## src/rtl/trng_sampler.sv

```systemverilog
`default_nettype none
// ============================================================================
//  Module      : trng_sampler
//  Description : Ring-oscillator entropy consumer. Synchronises and decimates
//                the raw oscillator stream, removes bias with a von Neumann
//                corrector, packs bits into WIDTH-bit words on a valid/ready
//                port, and runs a repetition-count health test that shuts
//                the oscillator down on a stuck output.
//  Revision    : 1.0 - initial release
// ============================================================================
module trng_sampler #(
    parameter int WIDTH     = 8,
    parameter int DIV       = 4,
    parameter int SETTLE    = 2,
    parameter int RCT_LIMIT = 32
) (
    input  logic             clk,
    input  logic             rst_n,
    input  logic             enable,
    input  logic             ro_out,
    output logic             ro_activate,
    output logic [WIDTH-1:0] data_out,
    output logic             data_valid,
    input  logic             data_ready,
    output logic             health_fail,
    output logic             overrun,
    input  logic             clear_fail
);

    localparam int c_div_w = (DIV > 1) ? $clog2(DIV) : 1;
    localparam int c_set_w = (SETTLE > 0) ? $clog2(SETTLE + 1) : 1;
    localparam int c_run_w = $clog2(RCT_LIMIT + 1);
    localparam int c_bit_w = $clog2(WIDTH);

    localparam logic [c_div_w-1:0] c_div_last   = c_div_w'(DIV - 1);
    localparam logic [c_set_w-1:0] c_settle_max = c_set_w'(SETTLE);
    localparam logic [c_run_w-1:0] c_run_limit  = c_run_w'(RCT_LIMIT);
    localparam logic [c_run_w-1:0] c_run_one    = c_run_w'(1);
    localparam logic [c_bit_w-1:0] c_bit_last   = c_bit_w'(WIDTH - 1);

    // Debias state encoding
    localparam logic [0:0] c_st_first  = 1'b0;
    localparam logic [0:0] c_st_second = 1'b1;

    logic               r_ro_activate;
    logic               r_sync1;
    logic               r_ro_sync;
    logic [c_div_w-1:0] r_div_cnt;
    logic [c_set_w-1:0] r_settle_cnt;
    logic [c_run_w-1:0] r_run_cnt;
    logic               r_prev;
    logic               r_health_fail;
    logic [0:0]         r_state;
    logic               r_bit_a;
    logic [WIDTH-2:0]   r_shift;
    logic [c_bit_w-1:0] r_bit_cnt;
    logic [WIDTH-1:0]   r_data_out;
    logic               r_data_valid;
    logic               r_overrun;

    logic               w_flush;
    logic               w_strobe;
    logic               w_settled;
    logic               w_sample_en;
    logic               w_same;
    logic [c_run_w-1:0] w_run_next;
    logic               w_trip;
    logic               w_emit;
    logic [WIDTH-1:0]   w_shift_next;
    logic               w_word_done;
    logic               w_load;
    logic               w_drop;
    logic               w_accept;

    // Everything downstream of the oscillator idles while it is off, and also
    // in the single cycle between a health trip and ro_activate falling.
    assign w_flush      = ~r_ro_activate | r_health_fail;
    assign w_strobe     = ~w_flush & (r_div_cnt == c_div_last);
    assign w_settled    = (r_settle_cnt == c_settle_max);
    assign w_sample_en  = w_strobe & w_settled;

    // A zero run count means no sample has been seen since the last restart.
    assign w_same       = (r_run_cnt != '0) & (r_ro_sync == r_prev);
    assign w_run_next   = w_same ? (r_run_cnt + c_run_one) : c_run_one;
    assign w_trip       = w_sample_en & (w_run_next == c_run_limit);

    // Only an unequal pair produces a bit, and that bit is the first sample.
    assign w_emit       = w_sample_en & (r_state == c_st_second) & (r_bit_a != r_ro_sync);
    assign w_shift_next = {r_shift, r_bit_a};
    assign w_word_done  = w_emit & (r_bit_cnt == c_bit_last);
    assign w_accept     = r_data_valid & data_ready;

    // A word finishing on the tripping strobe is suspect and is discarded.
    assign w_load       = w_word_done & ~w_trip & (~r_data_valid | data_ready);
    assign w_drop       = w_word_done & ~w_trip & r_data_valid & ~data_ready;

    assign ro_activate  = r_ro_activate;
    assign data_out     = r_data_out;
    assign data_valid   = r_data_valid;
    assign health_fail  = r_health_fail;
    assign overrun      = r_overrun;

    // Oscillator enable follows the request unless the health test has tripped
    always_ff @(posedge clk or negedge rst_n) begin
        if (!rst_n) r_ro_activate <= 1'b0;
        else        r_ro_activate <= enable & ~r_health_fail;
    end

    // Two-flop synchroniser for the asynchronous oscillator output
    always_ff @(posedge clk or negedge rst_n) begin
        if (!rst_n) begin
            r_sync1   <= 1'b0;
            r_ro_sync <= 1'b0;
        end else begin
            r_sync1   <= ro_out;
            r_ro_sync <= r_sync1;
        end
    end

    // Decimation counter producing one sample strobe every DIV cycles
    always_ff @(posedge clk or negedge rst_n) begin
        if (!rst_n)                      r_div_cnt <= '0;
        else if (w_flush)                r_div_cnt <= '0;
        else if (r_div_cnt == c_div_last) r_div_cnt <= '0;
        else                             r_div_cnt <= r_div_cnt + c_div_w'(1);
    end

    // Counts strobes thrown away while the oscillator settles after start-up
    always_ff @(posedge clk or negedge rst_n) begin
        if (!rst_n)                      r_settle_cnt <= '0;
        else if (w_flush)                r_settle_cnt <= '0;
        else if (w_strobe && !w_settled) r_settle_cnt <= r_settle_cnt + c_set_w'(1);
    end

    // Repetition-count health test on the raw (pre-debias) samples
    always_ff @(posedge clk or negedge rst_n) begin
        if (!rst_n) begin
            r_run_cnt <= '0;
            r_prev    <= 1'b0;
        end else if (w_flush) begin
            r_run_cnt <= '0;
            r_prev    <= 1'b0;
        end else if (w_sample_en) begin
            r_run_cnt <= w_run_next;
            r_prev    <= r_ro_sync;
        end
    end

    // Sticky failure flag; a new trip takes priority over a clear request
    always_ff @(posedge clk or negedge rst_n) begin
        if (!rst_n)          r_health_fail <= 1'b0;
        else if (w_trip)     r_health_fail <= 1'b1;
        else if (clear_fail) r_health_fail <= 1'b0;
    end

    // Von Neumann pair collector
    always_ff @(posedge clk or negedge rst_n) begin
        if (!rst_n) begin
            r_state <= c_st_first;
            r_bit_a <= 1'b0;
        end else if (w_flush) begin
            r_state <= c_st_first;
            r_bit_a <= 1'b0;
        end else if (w_sample_en) begin
            case (r_state)
                c_st_first: begin
                    r_bit_a <= r_ro_sync;
                    r_state <= c_st_second;
                end
                default: begin
                    r_state <= c_st_first;
                end
            endcase
        end
    end

    // Shift debiased bits in at the LSB; partial words never leave this block
    always_ff @(posedge clk or negedge rst_n) begin
        if (!rst_n) begin
            r_shift   <= '0;
            r_bit_cnt <= '0;
        end else if (w_flush) begin
            r_shift   <= '0;
            r_bit_cnt <= '0;
        end else if (w_emit) begin
            if (w_word_done) begin
                r_shift   <= '0;
                r_bit_cnt <= '0;
            end else begin
                r_shift   <= w_shift_next[WIDTH-2:0];
                r_bit_cnt <= r_bit_cnt + c_bit_w'(1);
            end
        end
    end

    // Output word register and valid flag; a trip flushes the held word
    always_ff @(posedge clk or negedge rst_n) begin
        if (!rst_n) begin
            r_data_out   <= '0;
            r_data_valid <= 1'b0;
        end else if (w_trip) begin
            r_data_valid <= 1'b0;
        end else if (w_load) begin
            r_data_out   <= w_shift_next;
            r_data_valid <= 1'b1;
        end else if (w_accept) begin
            r_data_valid <= 1'b0;
        end
    end

    // Sticky flag for a completed word lost to a full output register
    always_ff @(posedge clk or negedge rst_n) begin
        if (!rst_n)          r_overrun <= 1'b0;
        else if (w_drop)     r_overrun <= 1'b1;
        else if (clear_fail) r_overrun <= 1'b0;
    end

endmodule
`default_nettype wire

```

## config.mk

```make
export PLATFORM = sky130hd
export DESIGN_NAME = trng_sampler
export DESIGN_NICKNAME = d
export VERILOG_FILES = /design/src/rtl/trng_sampler.sv
export SDC_FILE = /design/constraint.sdc
export NUM_CORES = 1
export LEC_CHECK = 0
export CAP_MARGIN = 5
export CORE_MARGIN = 8
export CORE_UTILIZATION = 30
export CTS_CLUSTER_DIAMETER = 200
export CTS_CLUSTER_SIZE = 40
export DETAILED_ROUTE_END_ITERATION = 12
export GPL_ROUTABILITY_DRIVEN = 0
export PLACE_DENSITY = 0.54
export REMOVE_ABC_BUFFERS = 1
export SYNTH_ARGS = -nofsm -noshare
export SYNTH_HDL_FRONTEND = slang
export SYNTH_SLANG_ARGS = --single-unit
```

## constraint.sdc

```tcl
create_clock -name clk -period 3.46 [get_ports clk]
set_input_delay 0.519 -clock clk [delete_from_list [all_inputs] [get_ports clk]]
set_output_delay 0.519 -clock clk [all_outputs]
set_load 0.03 [all_outputs]
```

* After elaboration in Yosys (flattened, before gate mapping)
Index checks and enable logic that the tools add are counted.
** Word-level totals
- Flip-flop bits (word level) :: 37
- Bits of input ports :: 6
- Output and inout bits :: 12
- Word-level logic and storage cells :: 85
** Operators by class
- Add/sub/neg operators :: 4
- Equality and inequality tests :: 7
- Muxes and demuxes :: 27
- Bitwise operators :: 21
- Reduce and logical (&&, ||, !) cells :: 11
** Operators by type and width (count)
- $mux 7 :: 3
- $mux 6 :: 3
- $mux 1 :: 14
- $and 1x1->1 :: 13
- $reduce_bool 2->1 :: 5
- $mux 3 :: 3
- $mux 2 :: 4
- $add 6x1->6 const B :: 1
- $eq 6x6->1 const B :: 1
- $not 1->1 :: 6
- $reduce_bool 6->1 :: 1
- $add 2x1->2 const B :: 2
- $eq 2x2->1 const B :: 2
- $reduce_and 2->1 :: 2
- $add 3x1->3 const B :: 1
- $eq 3x3->1 const B :: 1
- $reduce_bool 3->1 :: 1
- $ne 2x1->1 const B :: 1
- $or 1x1->1 :: 2
- $eq 1x1->1 :: 1
- $logic_and 1x1->1 :: 1
- $logic_not 1->1 :: 1
- $ne 1x1->1 :: 1

* Logic depth before layout (Yosys ltp)
Gate-level depths: netlist (run 1).
- Depth in word-level cells :: 12
- Mapped depth :: 8
- Mapped depth without buffers :: 7

* Worst setup path before layout (run 1)
Ideal clock, no wire load.
- Path kind :: reg-to-reg
- From :: register r_settle_cnt[0]
- To :: register r_data_out[0] (netlist: data_out[0])
- Setup time :: 125 ps
- Arrival :: 1925 ps
- Required time :: 3335 ps
- Setup slack :: 1410 ps
- Stages on the path, launching flop included :: 9
- Buffers on the path :: 1
- Clock period less this slack :: 2050 ps
- Cells stage by stage :: dfrtp_1 inv_1 ha_1 and4b_1 buf_4 o211a_4 o2111ai_4 o21ai_4 mux2_4
** Between the ends
- Longest elaborated chain between the ends :: 8
- Elaborated cells on any way between the ends :: 10
- Those cells by class :: eq/ne (1); bitwise (8); reduce/logical (1)
** RTL lines
- start: declaration :: RTL line 49 : logic [c_set_w-1:0] r_settle_cnt;
- start signal: assignment :: RTL line 132 : else if (w_strobe && !w_settled) r_settle_cnt <= r_settle_cnt + c_set_w'(1);
- $eq 2x2->1 * :: RTL line 79 : assign w_settled = (r_settle_cnt == c_settle_max);
- $and 1x1->1 * :: RTL line 80 : assign w_sample_en = w_strobe & w_settled;
- $and 1x1->1 (2 in a row) :: RTL line 88 : assign w_emit = w_sample_en & (r_state == c_st_second) & (r_bit_a != r_ro_sync);
- $and 1x1->1 :: RTL line 90 : assign w_word_done = w_emit & (r_bit_cnt == c_bit_last);
- $and 1x1->1 (2 in a row) :: RTL line 94 : assign w_load = w_word_done & ~w_trip & (~r_data_valid | data_ready);
- $reduce_and 2->1 (no line) *
- end signal: assignment :: RTL line 204 : r_data_out <= w_shift_next;
- end: declaration :: RTL line 57 : logic [WIDTH-1:0] r_data_out;
Mark *: on every way between the ends. The rest lies on a longest branch, timed or not.
A chain may end at the register's enable or synchronous reset.

* Worst setup path after layout (run 1)
- From :: register r_settle_cnt[0]
- To :: register r_data_out[3] (netlist: data_out[3])
Same word-level chain as after synthesis.

==> flow_metrics.tcl, run 1 <==
set metrics [dict create \
    status "finished, final reports clean" \
    cap_viol_max_count 0 \
    coreArea_sq_um 5507 \
    rows 27 \
    place_area_sq_um 1949 \
    nFillCells 536 \
    crit_path_end_kind "flop" \
    postCtsHoldBufs 0 \
    clk_pin_slew_ps 80 \
    start_util_pct 31.13 \
    skew_ps 6.351 \
    cts_resized 0 \
    clock_path_buffers 2 \
    crit_chain "inv_1 -> ha_1 -> and4b_1 -> o211a_4 -> o2111ai_4 -> o21ai_4 -> mux2_4" \
    clock_latency_ps 280 \
    worst_slew_pin_slew_ps 809.8 \
    r2r.worst_path.cells 7 \
    cts-root-buf "clkbuf_8" \
    synth.distinct_cells 36 \
    remaining_drc_errors 0 \
    htree_num_levels 2 \
    regToRegEndpoint "data_out[3]" \
    nNetsFinal 173 \
    grtUsageMet3_pct 2.881 \
    hold_violations 0 \
    synth-edff-count 0 \
    grt_pass1_vias 1201 \
    die_x_microns 91.59 \
    ir_worst_vdd_uv 151.1 \
    critPathKind "reg -> reg" \
    cp.arrival_ps 2440 \
    required_ps 3640 \
    grt_max_degree 38 \
    grt_pass1_wl_mm 5.761 \
    die_y_microns 91.59 \
    grt_overflow_total 0 \
    antenna_found_initial 0 \
    cts_tree "done" \
    slew_headroom_pct 46.01 \
    async_flop_share_pct 100.0 \
    ys_warn_count 0 \
    post_cts_buffers 0 \
    gr-usage-met2_pct 12.73 \
    dieArea_sq_um 8389 \
    synth_area_sq_um 1714 \
    synthFlopType "dfrtp_1" \
    power_density_nw_per_um2 437.6 \
    wl_per_cell_microns 13.95 \
    cpPeakStageDelay_ps 380 \
    slew_violations 0 \
    gr-usage-met1_pct 10.70 \
    initialDrtViolationCount 55 \
    ioPinCount 18 \
    worst_setup_path_start_kind "flop" \
    ys_seq_area_share_pct 54.01 \
    syn_avg_cell_area_sq_um 12.16 \
    crit_fanout 8 \
    rsz0062_at_grt "false" \
    ant_nets 0 \
    wl_mm 3.265 \
    viasPerCell 4.752 \
    total_leakage_power_uw 0.0009493 \
    busiest_layer "met2" \
    finalCritPeriodShare_pct 65.48 \
    ys_ff_latch 37 \
    dp_hpwl_mm 2.367 \
    drive_gt1_share_pct 15.43 \
    grt.total_usage_pct 8.505 \
    final_cell_area_sq_um 2083 \
    synthCells 141 \
    n_antenna_cell 0 \
    period_needed_ps 2266 \
    reg2reg_slack_ps 1190 \
    cts.sinks 37 \
    port-buffer-count 17 \
    r2r_start "r_settle_cnt[0]" \
    dr.pass1.iters 4 \
    cts-buffers-inserted 5 \
    slowest_stage "o21ai_4" \
    hp-class "in -> async" \
    timing.fmax_ghz 0.4414 \
    vias 1112 \
    area_growth_pct 21.53 \
    fin_tns_setup_ps 0 \
    finalSetupViolCount 0 \
]
synthesized netlist by cell type, types with 2 or more instances:
master / count / area, sq um
ha_1: 6 / 75.07
mux2i_1: 3 / 30.03
nand3_1: 6 / 30.03
inv_1: 7 / 26.28
nor3_2: 2 / 20.02
nand2b_1: 3 / 18.77
nor2b_1: 3 / 18.77
nor2_1: 11 / 41.29
xor2_1: 2 / 17.52
a22o_1: 7 / 61.31
mux2_4: 8 / 120.1
a21oi_1: 9 / 45.04
xnor2_1: 4 / 35.03
nand2_1: 9 / 33.78
dfrtp_1: 37 / 925.9
o21ai_0: 2 / 10.01
a22o_2: 2 / 20.02
clkbuf_1: 2 / 7.510
layer usage:
metal,wire (microns),share of wire (%)
met5,0,0
met4,70,2.1
met2,1480,45
met3,139,4.3
met1,1575,48
cell type report:
type / count / area, sq um / share of cell area [%]
clock inverter: 3 / 65.06 / 3.123
multi-input combinational: 93 / 742.0 / 35.62
timing repair buffer: 17 / 165.2 / 7.928
clock buffer: 5 / 68.82 / 3.303
inverter: 7 / 26.28 / 1.261
sequential: 37 / 925.9 / 44.44
tap: 72 / 90.09 / 4.324
per-stage QoR:
step / hold WS (ps) / std cells / worst slack (ps) / utilization, % / power, uW
final: 322.6 / 234 / 1194 / 37.83 / 911.6
after detailed placement: 337.8 / 226 / 1210 / 35.40 / 483.0
after global routing: 364.7 / 234 / 1049 / 37.83 / 955.5
after global placement: 335.3 / 226 / 1273 / 35.40 / 481.5
after floorplan: 223.4 / 137 / 1393 / - / 463.5
after CTS: 353.0 / 234 / 1193 / 37.83 / 925.2
registers in the layout (all words and copies together), names as in the netlist:
signal        count
r_bit_a           1
r_run_cnt         6
r_div_cnt         2
r_settle_cnt      2
r_shift           7
r_state           1
data_out          8
r_bit_cnt         3
overrun           1
health_fail       1
r_ro_sync         1
ro_activate       1
r_prev            1
data_valid        1
r_sync1           1
how the worst max path moves through the flow:
stage | endpoint | startpoint | cells past startpoint
after detailed placement | data_out[3] | r_settle_cnt[0] | 7
final | data_out[3] | r_settle_cnt[0] | 7
after CTS | data_out[1] | r_settle_cnt[0] | 7
after global routing | data_out[1] | r_settle_cnt[0] | 7
after floorplan | data_out[0] | r_settle_cnt[0] | 7
after global placement | data_out[1] | r_settle_cnt[0] | 7
layout by cell type, fill, tap and decap left out, drive strengths merged:
cell type      instances
and3                   1
clkbuf                 5
ha                     6
dfrtp                 37
nand4b                 1
a32o                   1
mux2                   9
o2111ai                1
o21ai                  3
mux2i                  3
nand2                  9
xor2                   2
bufinv                 2
a22o                   9
or4b                   1
nand2b                 3
clkinv                 1
nand4                  1
o211a                  1
clkdlybuf4s50         16
nor2                  11
o21a                   1
o32ai                  1
and4b                  1
a21oi                  9
nor2b                  3
a211oi                 1
nand3                  6
inv                    7
nor3                   3
buf                    1
nand3b                 1
o22ai                  1
xnor2                  4
logic make-up (layout without fill, tap and decap cells):
| family | Yosys count | count (layout) | synth area share, % |
|---|---|---|---|
| multiplexers | 12 | 12 | 9.416 |
| buffers and inverters | 11 | 32 | 2.701 |
| adder cells (fa/ha/maj) | 6 | 6 | 4.379 |
| flip-flops | 37 | 37 | 54.01 |
| AND/OR/NAND/NOR | 41 | 41 | 12.63 |
| AO/OA/AOI/OAI | 28 | 28 | 13.80 |
| XOR/XNOR | 6 | 6 | 3.066 |
report_power, final:
group	switching, uW	internal [uW]	total, uW
Combinational	20.9	11.4	32.3
Clock	152	286	438
Sequential	3.34	438	441
Total	176	735	912
critical path, delay by kind of cell, from the launching register on:
| family | cells | cell delay (ps) |
|---|---|---|
| AO/OA/AOI/OAI | 3 | 780 |
| flip-flops | 1 | 360 |
| AND/OR/NAND/NOR | 1 | 360 |
| multiplexers | 1 | 330 |
| adder cells (fa/ha/maj) | 1 | 240 |
| buffers and inverters | 1 | 80 |
(Power assumes the default switching activity.)
==> run 2, diff against run 1 <==
PLACE_DENSITY = 0.55   (was 0.54)
clock period = 1.95 ns   (was 3.46 ns; I/O delays follow)
==> flow_metrics.tcl, run 2 (synthesized netlist as in run 1, its figures left out) <==
set metrics [dict create \
    status "finished, violations left" \
    violations "negative setup slack" \
    timing.critical_path.to "data_out[1]" \
    die_y_microns 91.59 \
    final_cell_area_sq_um 2236 \
    slew_violations 0 \
    path_delay_family "simple AND/OR/NAND/NOR gates" \
    antenna_found_initial 0 \
    dp_slack_ps -48.66 \
    path_depth 8 \
    clock_path_buffers 2 \
    period_needed_ps 2023 \
    dieArea_sq_um 8389 \
    grt_pass1_vias 1263 \
    slew_headroom_pct 46.28 \
    grt_overflow_total 0 \
    cts_tree "done" \
    mostFrequentLayoutCells "dfrtp_1 (37), buf_4 (18), clkdlybuf4s50_1 (16)" \
    worst_setup_path_start_kind "flop" \
    rsz0062_at_grt "true" \
    die_x_microns 91.59 \
    skew_ps 10.08 \
    drive_gt1_share_pct 27.07 \
    crit_fanout 8 \
    ioPinCount 18 \
    cp-startpoint "r_run_cnt[0]" \
    total_leakage_power_uw 0.001042 \
    start_util_pct 31.13 \
    place_area_sq_um 2085 \
    vias 1205 \
    layout_setup_ws_ps -73.27 \
    nNetsFinal 192 \
    clock_latency_ps 290 \
    reg2reg_slack_ps -70 \
    finalSetupViolCount 8 \
    rows 27 \
    cap_viol_max_count 0 \
    area_growth_pct 30.44 \
    cts.sinks 37 \
    coreArea_sq_um 5507 \
    r2r_start "r_run_cnt[0]" \
    layout_commonest_cell "dfrtp_1" \
    critPathKind "reg -> reg" \
    n_antenna_cell 0 \
    wl_per_cell_microns 13.11 \
    grt_pass1_wl_mm 5.851 \
    cp.arrival_ps 2200 \
    cpPeakStageDelay_ps 460 \
    utilization_pct 40.60 \
    clk_pin_slew_ps 80 \
    crit_chain "inv_1 -> ha_1 -> or4b_4 -> o211a_4 -> o2111ai_4 -> o21ai_4 -> buf_12 -> mux2_4" \
    crit_path_end_kind "flop" \
    hp-class "in -> async" \
    dr.pass1.iters 4 \
    finalCritPeriodShare_pct 103.8 \
    worst_slew_pin_slew_ps 805.8 \
    viasPerCell 4.763 \
    htree_num_levels 2 \
    slowest_stage "or4b_4" \
    power_density_nw_per_um2 677.4 \
    timing.fmax_ghz 0.4943 \
    cts-buffers-inserted 5 \
    r2r.worst_path.cells 8 \
    port-buffer-count 17 \
    crit_buf_inv 2 \
    dp_hpwl_mm 2.502 \
    hold_violations 0 \
    ant_nets 0 \
    required_ps 2130 \
    cts-root-buf "clkbuf_8" \
    wl_mm 3.316 \
    ir_worst_vdd_uv 277.0 \
    remaining_drc_errors 0 \
    initialDrtViolationCount 42 \
    largest_reg_flops 8 \
    regToRegEndpoint "data_out[1]" \
    fin_tns_setup_ps -539.3 \
    grt_max_degree 38 \
    grt.total_usage_pct 8.666 \
    postCtsHoldBufs 0 \
]
run 2: changes by cell type in the layout (fill, tap and decap cells not counted), sizes merged:
| cell | previous run | this run |
|---|---|---|
| inv | 7 | 8 |
| buf | 1 | 20 |
| bufinv | 2 | 1 |
run 2: how the worst min path moves through the flow:
stage                        from           end  cells after the start
after global routing        rst_n   data_out[0]                      1
after detailed placement  r_sync1     r_ro_sync                      0
after floorplan             rst_n   data_out[0]                      0
after CTS                   rst_n   data_out[6]                      1
final                       rst_n  r_div_cnt[1]                      1
after global placement    r_sync1     r_ro_sync                      0
run 2: layer usage:
metal	wire length [microns]	vias up	track usage (%)
met5	0	-	0
met4	63	0	4.366
met3	165	6	3.292
met2	1596	21	13.75
met1	1491	598	9.980
li1	-	580	-
run 2: cell type report:
| class | count | area, sq um |
|---|---|---|
| clock buffers | 5 | 68.82 |
| multi-input cells | 93 | 760.7 |
| well taps | 72 | 90.09 |
| fillers | 516 | 3271 |
| clock inverters | 3 | 43.79 |
| flip-flops and latches | 37 | 925.9 |
| inverters | 7 | 26.28 |
| repair buffers | 36 | 320.3 |
run 2: timing repair:
| action | CTS | global route |
|---|---|---|
| gates resized for setup | 2 | 3 |
| endpoints found under the hold margin | 0 | 0 |
| endpoints found under the setup margin | 9 | 9 |
| pin swaps | 1 | 1 |
| setup buffers | 0 | 1 |
run 2: worst register-to-register path: stages (launching register included):
cell and delay, ps:
dfrtp_1 390, inv_1 60, ha_1 130, or4b_4 460, o211a_4 260, o2111ai_4 80, o21ai_4 100, buf_12 150
mux2_4 290
run 2: stage by stage:
stage          power, uW  instances  hold WS, ps
3_3_place_gp       863.9        244        336.5
3_5_place_dp       866.3        244        336.3
6_report            1515        253        88.33
2_1_floorplan      822.5        137       -3.091
4_1_cts             1538        252        109.4
5_1_grt             1582        253        148.3
run 2: where the power goes:
part           leakage [uW]  internal (uW)  switching (uW)
Clock             0.0000585            383             282
Combinational      0.000476           27.7            40.8
Sequential         0.000508            776            4.58
Total               0.00104           1190             328
